===== src/rtl/madgwick_sequencer.sv =====
// Hardware pacing for the madgwick core: latches the newest IMU sample, launches one
// core update per sample period, captures the quaternion and flags overruns/hangs.
module madgwick_sequencer #(
    parameter int ACC_W       = 16,
    parameter int GYRO_W      = 16,
    parameter int Q_W         = 32,
    parameter int PERIOD_W    = 24,
    parameter int TIMEOUT_CYC = 4096
) (
    input  logic                clk,
    input  logic                rst,
    input  logic                enable,
    input  logic [PERIOD_W-1:0] period,
    input  logic                imu_valid,
    output logic                imu_ready,
    input  logic [ACC_W-1:0]    imu_a_x,
    input  logic [ACC_W-1:0]    imu_a_y,
    input  logic [ACC_W-1:0]    imu_a_z,
    input  logic [GYRO_W-1:0]   imu_w_x,
    input  logic [GYRO_W-1:0]   imu_w_y,
    input  logic [GYRO_W-1:0]   imu_w_z,
    output logic                core_rst_n,
    output logic                core_valid_in,
    input  logic                core_ready_in,
    output logic [ACC_W-1:0]    core_a_x,
    output logic [ACC_W-1:0]    core_a_y,
    output logic [ACC_W-1:0]    core_a_z,
    output logic [GYRO_W-1:0]   core_w_x,
    output logic [GYRO_W-1:0]   core_w_y,
    output logic [GYRO_W-1:0]   core_w_z,
    input  logic                core_valid_out,
    output logic                core_ready_out,
    input  logic [Q_W-1:0]      core_q_w,
    input  logic [Q_W-1:0]      core_q_x,
    input  logic [Q_W-1:0]      core_q_y,
    input  logic [Q_W-1:0]      core_q_z,
    output logic [Q_W-1:0]      q_w,
    output logic [Q_W-1:0]      q_x,
    output logic [Q_W-1:0]      q_y,
    output logic [Q_W-1:0]      q_z,
    output logic                q_valid,
    output logic                busy,
    output logic [7:0]          overrun_cnt,
    output logic                timeout,
    output logic [1:0]          state_dbg
);

    localparam int TW = $clog2(TIMEOUT_CYC) + 1;
    localparam logic [TW-1:0] WAIT_LAST = TW'(TIMEOUT_CYC - 1);
    localparam logic [TW-1:0] W_ONE = TW'(1);
    localparam logic [PERIOD_W-1:0] P_ONE = PERIOD_W'(1);

    typedef enum logic [1:0] {
        S_IDLE    = 2'd0,
        S_LAUNCH  = 2'd1,
        S_WAIT    = 2'd2,
        S_RECOVER = 2'd3
    } state_t;

    state_t state, state_nxt;

    logic [PERIOD_W-1:0] tick_cnt;
    logic                run;
    logic                tick;
    logic                enable_q;
    logic                en_rise;
    logic [TW-1:0]       wait_cnt;
    logic                rec_cnt;
    logic                fresh;
    logic                launch;
    logic                capture;
    logic                hang;
    logic [ACC_W-1:0]    smp_a_x, smp_a_y, smp_a_z;
    logic [GYRO_W-1:0]   smp_w_x, smp_w_y, smp_w_z;

    assign run     = enable && (period != '0);
    assign tick    = run && (tick_cnt == period - P_ONE);
    assign en_rise = enable && !enable_q;

    assign imu_ready      = 1'b1;
    assign core_valid_in  = enable && (state == S_LAUNCH);
    assign core_ready_out = enable && (state == S_WAIT);
    assign busy           = (state == S_LAUNCH) || (state == S_WAIT);
    assign state_dbg      = state;

    // Valid/ready: a transfer happens in any cycle where both sides are high at the
    // rising edge; the launch side holds valid and operands until that cycle.
    always_comb begin
        state_nxt = state;
        launch    = 1'b0;
        capture   = 1'b0;
        hang      = 1'b0;
        if (!enable) begin
            state_nxt = S_IDLE;
        end else begin
            case (state)
                S_IDLE: begin
                    if (tick && fresh) begin
                        launch    = 1'b1;
                        state_nxt = S_LAUNCH;
                    end
                end
                S_LAUNCH: begin
                    if (core_ready_in) state_nxt = S_WAIT;
                end
                S_WAIT: begin
                    if (core_valid_out) begin
                        capture   = 1'b1;
                        state_nxt = S_IDLE;
                    end else if (wait_cnt == WAIT_LAST) begin
                        hang      = 1'b1;
                        state_nxt = S_RECOVER;
                    end
                end
                S_RECOVER: begin
                    if (rec_cnt) state_nxt = S_IDLE;
                end
                default: state_nxt = S_IDLE;
            endcase
        end
    end

    always_ff @(posedge clk) begin
        if (rst) state <= S_IDLE;
        else     state <= state_nxt;
    end

    // Counter wraps on reaching period-1, or at once if period shrank below it.
    always_ff @(posedge clk) begin
        if (rst || !run)                     tick_cnt <= '0;
        else if (tick_cnt >= period - P_ONE) tick_cnt <= '0;
        else                                 tick_cnt <= tick_cnt + P_ONE;
    end

    always_ff @(posedge clk) begin
        if (rst) begin
            enable_q    <= 1'b0;
            wait_cnt    <= '0;
            rec_cnt     <= 1'b0;
            core_rst_n  <= 1'b0;
            fresh       <= 1'b0;
            smp_a_x     <= '0;
            smp_a_y     <= '0;
            smp_a_z     <= '0;
            smp_w_x     <= '0;
            smp_w_y     <= '0;
            smp_w_z     <= '0;
            core_a_x    <= '0;
            core_a_y    <= '0;
            core_a_z    <= '0;
            core_w_x    <= '0;
            core_w_y    <= '0;
            core_w_z    <= '0;
            q_w         <= '0;
            q_x         <= '0;
            q_y         <= '0;
            q_z         <= '0;
            q_valid     <= 1'b0;
            overrun_cnt <= '0;
            timeout     <= 1'b0;
        end else begin
            enable_q   <= enable;
            wait_cnt   <= (enable && state == S_WAIT) ? wait_cnt + W_ONE : '0;
            rec_cnt    <= (enable && state == S_RECOVER) ? !rec_cnt : 1'b0;
            core_rst_n <= enable && (state != S_RECOVER);

            // The copy reads the old sample; a same-cycle strobe refills and stays fresh.
            if (launch) begin
                fresh    <= 1'b0;
                core_a_x <= smp_a_x;
                core_a_y <= smp_a_y;
                core_a_z <= smp_a_z;
                core_w_x <= smp_w_x;
                core_w_y <= smp_w_y;
                core_w_z <= smp_w_z;
            end
            if (imu_valid) begin
                fresh   <= 1'b1;
                smp_a_x <= imu_a_x;
                smp_a_y <= imu_a_y;
                smp_a_z <= imu_a_z;
                smp_w_x <= imu_w_x;
                smp_w_y <= imu_w_y;
                smp_w_z <= imu_w_z;
            end

            q_valid <= capture;
            if (capture) begin
                q_w <= core_q_w;
                q_x <= core_q_x;
                q_y <= core_q_y;
                q_z <= core_q_z;
            end

            if (en_rise)
                overrun_cnt <= '0;
            else if (tick && state != S_IDLE && overrun_cnt != 8'hFF)
                overrun_cnt <= overrun_cnt + 8'd1;

            if (en_rise)   timeout <= 1'b0;
            else if (hang) timeout <= 1'b1;
        end
    end

endmodule


===== config.mk =====
export PLATFORM = sky130hd
export DESIGN_NAME = madgwick_sequencer
export DESIGN_NICKNAME = d
export VERILOG_FILES = /design/src/rtl/madgwick_sequencer.sv
export SDC_FILE = /design/constraint.sdc
export NUM_CORES = 1
export LEC_CHECK = 0
export ABC_AREA = 0
export BUFFER_PORTS_ARGS = -buffer_cell sky130_fd_sc_hd__clkbuf_2
export CORE_UTILIZATION = 25
export CTS_CLUSTER_DIAMETER = 40
export DETAILED_ROUTE_END_ITERATION = 8
export GPL_TIMING_DRIVEN = 0
export PLACE_DENSITY_LB_ADDON = 0.15
export SYNTH_ARGS = -nofsm -noshare
export SYNTH_HDL_FRONTEND = slang
export SYNTH_SLANG_ARGS = --single-unit

===== constraint.sdc =====
create_clock -name clk -period 5.3 [get_ports clk]
set_clock_uncertainty 0.1 [all_clocks]
set_input_delay 0.53 -clock clk [delete_from_list [all_inputs] [get_ports clk]]
set_output_delay 0.53 -clock clk [all_outputs]
set_load 0.005 [all_outputs]

==> results.json <==
{
  "yosysMostFrequentCell": "nand2_1",
  "maxSlewViolCount": 0,
  "clock-sinks": 373,
  "yosys.area.top_type_share_pct": 52.3,
  "ys_types": 44,
  "clockBufferDepth": 3,
  "tritoncts": "done",
  "drc_errors": 0,
  "ios": 495,
  "rsz0062_at_grt": "false",
  "via_per_inst": 4.32,
  "drive_gt1_share_pct": 27.7,
  "p_per_area_nw_per_um2": 397,
  "synthArstFlopShare_pct": 0,
  "die-area_um2": 58100,
  "relSlewSlack_pct": 24.0,
  "hold_violations": 0,
  "synth_area_leaders": "dfxtp_1 52%, nand2_1 13%, a21oi_1 8.4%",
  "ys_seq_area_share_pct": 52.3,
  "period_needed_ns": 4.86,
  "synth-edff-count": 0,
  "arrival_ns": 5.25,
  "num_rows": 87,
  "grt_pass1_wl_mm": 73.9,
  "synth-main-ff-cell": "dfxtp_1",
  "hold_ws_ns": 0.0587,
  "synth_commonest_cells": "488 x nand2_1, 373 x dfxtp_1, 239 x a21oi_1, 161 x nor2_1, 96 x mux2i_1",
  "clockRootBuffer": "clkbuf_16",
  "hold_end": "q_y[18]",
  "finalWorstSetupSlack_ns": 0.440,
  "post_cts_buffers": 0,
  "timing.fmax_ghz": 0.206,
  "die_y_um": 241,
  "crit_type": "in2reg",
  "tightest_slew_ns": 1.13,
  "syn_nets": 1980,
  "cp-start-kind": "input pin",
  "cts_hold_buffers": 0,
  "path_clk_slew_ns": 0.05,
  "setup_viol": 0,
  "min_period_over_period_pct": 91.7,
  "drtPass1Iterations": 7,
  "syn_avg_cell_area_um2": 8.44,
  "status": "completed",
  "r2r-start": "tick_cnt[21]",
  "wl_mm": 49.4,
  "port_buffers": 491,
  "ys_ff_latch": 373,
  "gp_congestion": 0.796,
  "ant_nets": 0,
  "insertion_delay_ns": 0.59,
  "ys_warn_count": 0,
  "htreeDepth": 3,
  "hp-class": "in2reg",
  "hold_start": "core_q_y[18]",
  "ff2ff_setup_slack_ns": 2.28,
  "fp.coreArea_um2": 56400,
  "worstSetupEndpointType": "flop",
  "ir_drop_mv": 0.213,
  "syn_area_um2": 14300,
  "nets": 2545,
  "r2r_cells": 9,
  "synthCells": 1692,
  "dp_hpwl_mm": 37.8,
  "start_util_pct": 25.3,
  "worstPathMaxFanout": 10,
  "final_area_um2": 20300,
  "grt_pass1_vias": 13118,
  "p_total_mw": 8.08,
  "synth_top_cell_by_area": "dfxtp_1",
  "grt_usage_pct": 16.6,
  "fillCellCount": 6039,
  "overflow": 0,
  "antenna_found_initial": 5,
  "worst_hold_path.num_cells": 3,
  "areaGrowthSynthToFinish_pct": 42.4,
  "drt_iter0_markers": 441,
  "reg2reg_to": "core_a_x[12]",
  "required_ns": 5.69,
  "vias": 13251,
  "grt_max_degree": 12,
  "place_area_um2": 17700,
  "die_width_um": 241,
  "power.leakage_nw": 8.65,
  "numCtsBuffers": 72,
  "post-route-util_pct": 36.1,
  "wl_per_cell_um": 16.1,
  "drv_cap": 0,
  "dp_slack_ns": -0.788
}
-- cell usage in the layout, fill, tap and decap left out, types with 18 or more instances in the layout --
cell type and count:
clkbuf_1 78, mux2i_1 96, clkbuf_16 74, nand3_1 18, a21oi_1 239, xnor2_1 44, ha_1 34, nor2_1 160
nand2_1 488, clkbuf_2 491, dfxtp_1 373
-- metal layers --
metal | up-vias | track usage, % | wire length [um]
met1 | 6044 | 19.3 | 20400
met5 | - | 0 | 27
met2 | 394 | 27.6 | 23600
li1 | 6744 | - | -
met4 | 4 | 6.43 | 1100
met3 | 65 | 6.13 | 4390
-- report_power, final --
group / switching [mW] / leakage (nW) / internal, mW
clock: 1.59 / 1.27 / 3.32
combinational: 0.159 / 4.36 / 0.137
sequential: 0.0235 / 3.02 / 2.86
-- area by class of cell --
type | count | area (um^2) | share of cell area [%]
plain buffers | 104 | 440 | 2.16
well taps | 756 | 946 | 4.65
clock buffers | 91 | 2030 | 9.95
clock inverters | 39 | 618 | 3.04
multi-input cells | 1198 | 6330 | 31.1
repair buffers | 491 | 2460 | 12.1
diodes | 1 | 2.50 | 0.0123
inverters | 17 | 63.8 | 0.314
flip-flops and latches | 373 | 7470 | 36.7
-- metrics by stage --
stage                     std cells  setup TNS (ns)
after floorplan                1692               0
after global placement         2939          -53.41
after detailed placement       2939          -63.32
after CTS                      3069               0
after global routing           3069               0
final                          3070               0
-- flip-flops by register name, indices dropped and copies added (netlist names), 16 cells and up --
signal and flops:
q_z 32, smp_a_y 16, q_x 32, tick_cnt 24
smp_a_z 16, core_w_y 16, core_a_y 16, core_w_x 16
q_w 32, core_a_z 16, core_a_x 16, core_w_z 16
smp_a_x 16, smp_w_y 16, q_y 32, smp_w_z 16
smp_w_x 16
-- critical path, stage by stage --
cell and delay (ns):
clkbuf_2 0.12, or4_1 0.51, clkbuf_1 0.18, or4_4 0.56, nor2_1 0.21, nand2_1 0.18
nor4_1 0.33, xnor2_1 0.14, ha_1 0.33, nand4_1 0.17, nor4_2 0.52, o2111ai_1 0.31
nor2_4 0.32, buf_2 0.31, buf_2 0.28, nand2_1 0.08, a21oi_1 0.15
-- how the worst max path moves through the flow --
stage | end | depth (start not counted) | slack (ns) | startpoint
finish | core_a_x[12] | 17 | 0.44 | period[3]
global route | core_w_z[1] | 17 | 0.08 | period[2]
CTS | core_a_x[12] | 17 | 0.05 | period[3]
detailed placement | core_a_x[12] | 17 | -0.79 | period[3]
global placement | core_a_x[8] | 17 | -0.68 | period[3]
floorplan | core_w_z[3] | 16 | 0.81 | period[3]
-- logic make-up after synthesis --
family                   count (synthesis)  synth area share, %
other                                    1               0.0262
adder cells (fa/ha/maj)                 34                 2.98
AO/OA/AOI/OAI                          262                 9.56
buffers and inverters                  121                 3.53
flip-flops                             373                 52.3
AND/OR/NAND/NOR                        747                 21.4
XOR/XNOR                                58                 3.56
multiplexers                            96                 6.73
-- what timing repair did --
action,in CTS,in global routing
setup endpoints to repair,54,90
resized for setup,1,2
pin swaps,0,0
Note: power is estimated with default switching activity, not from simulation.
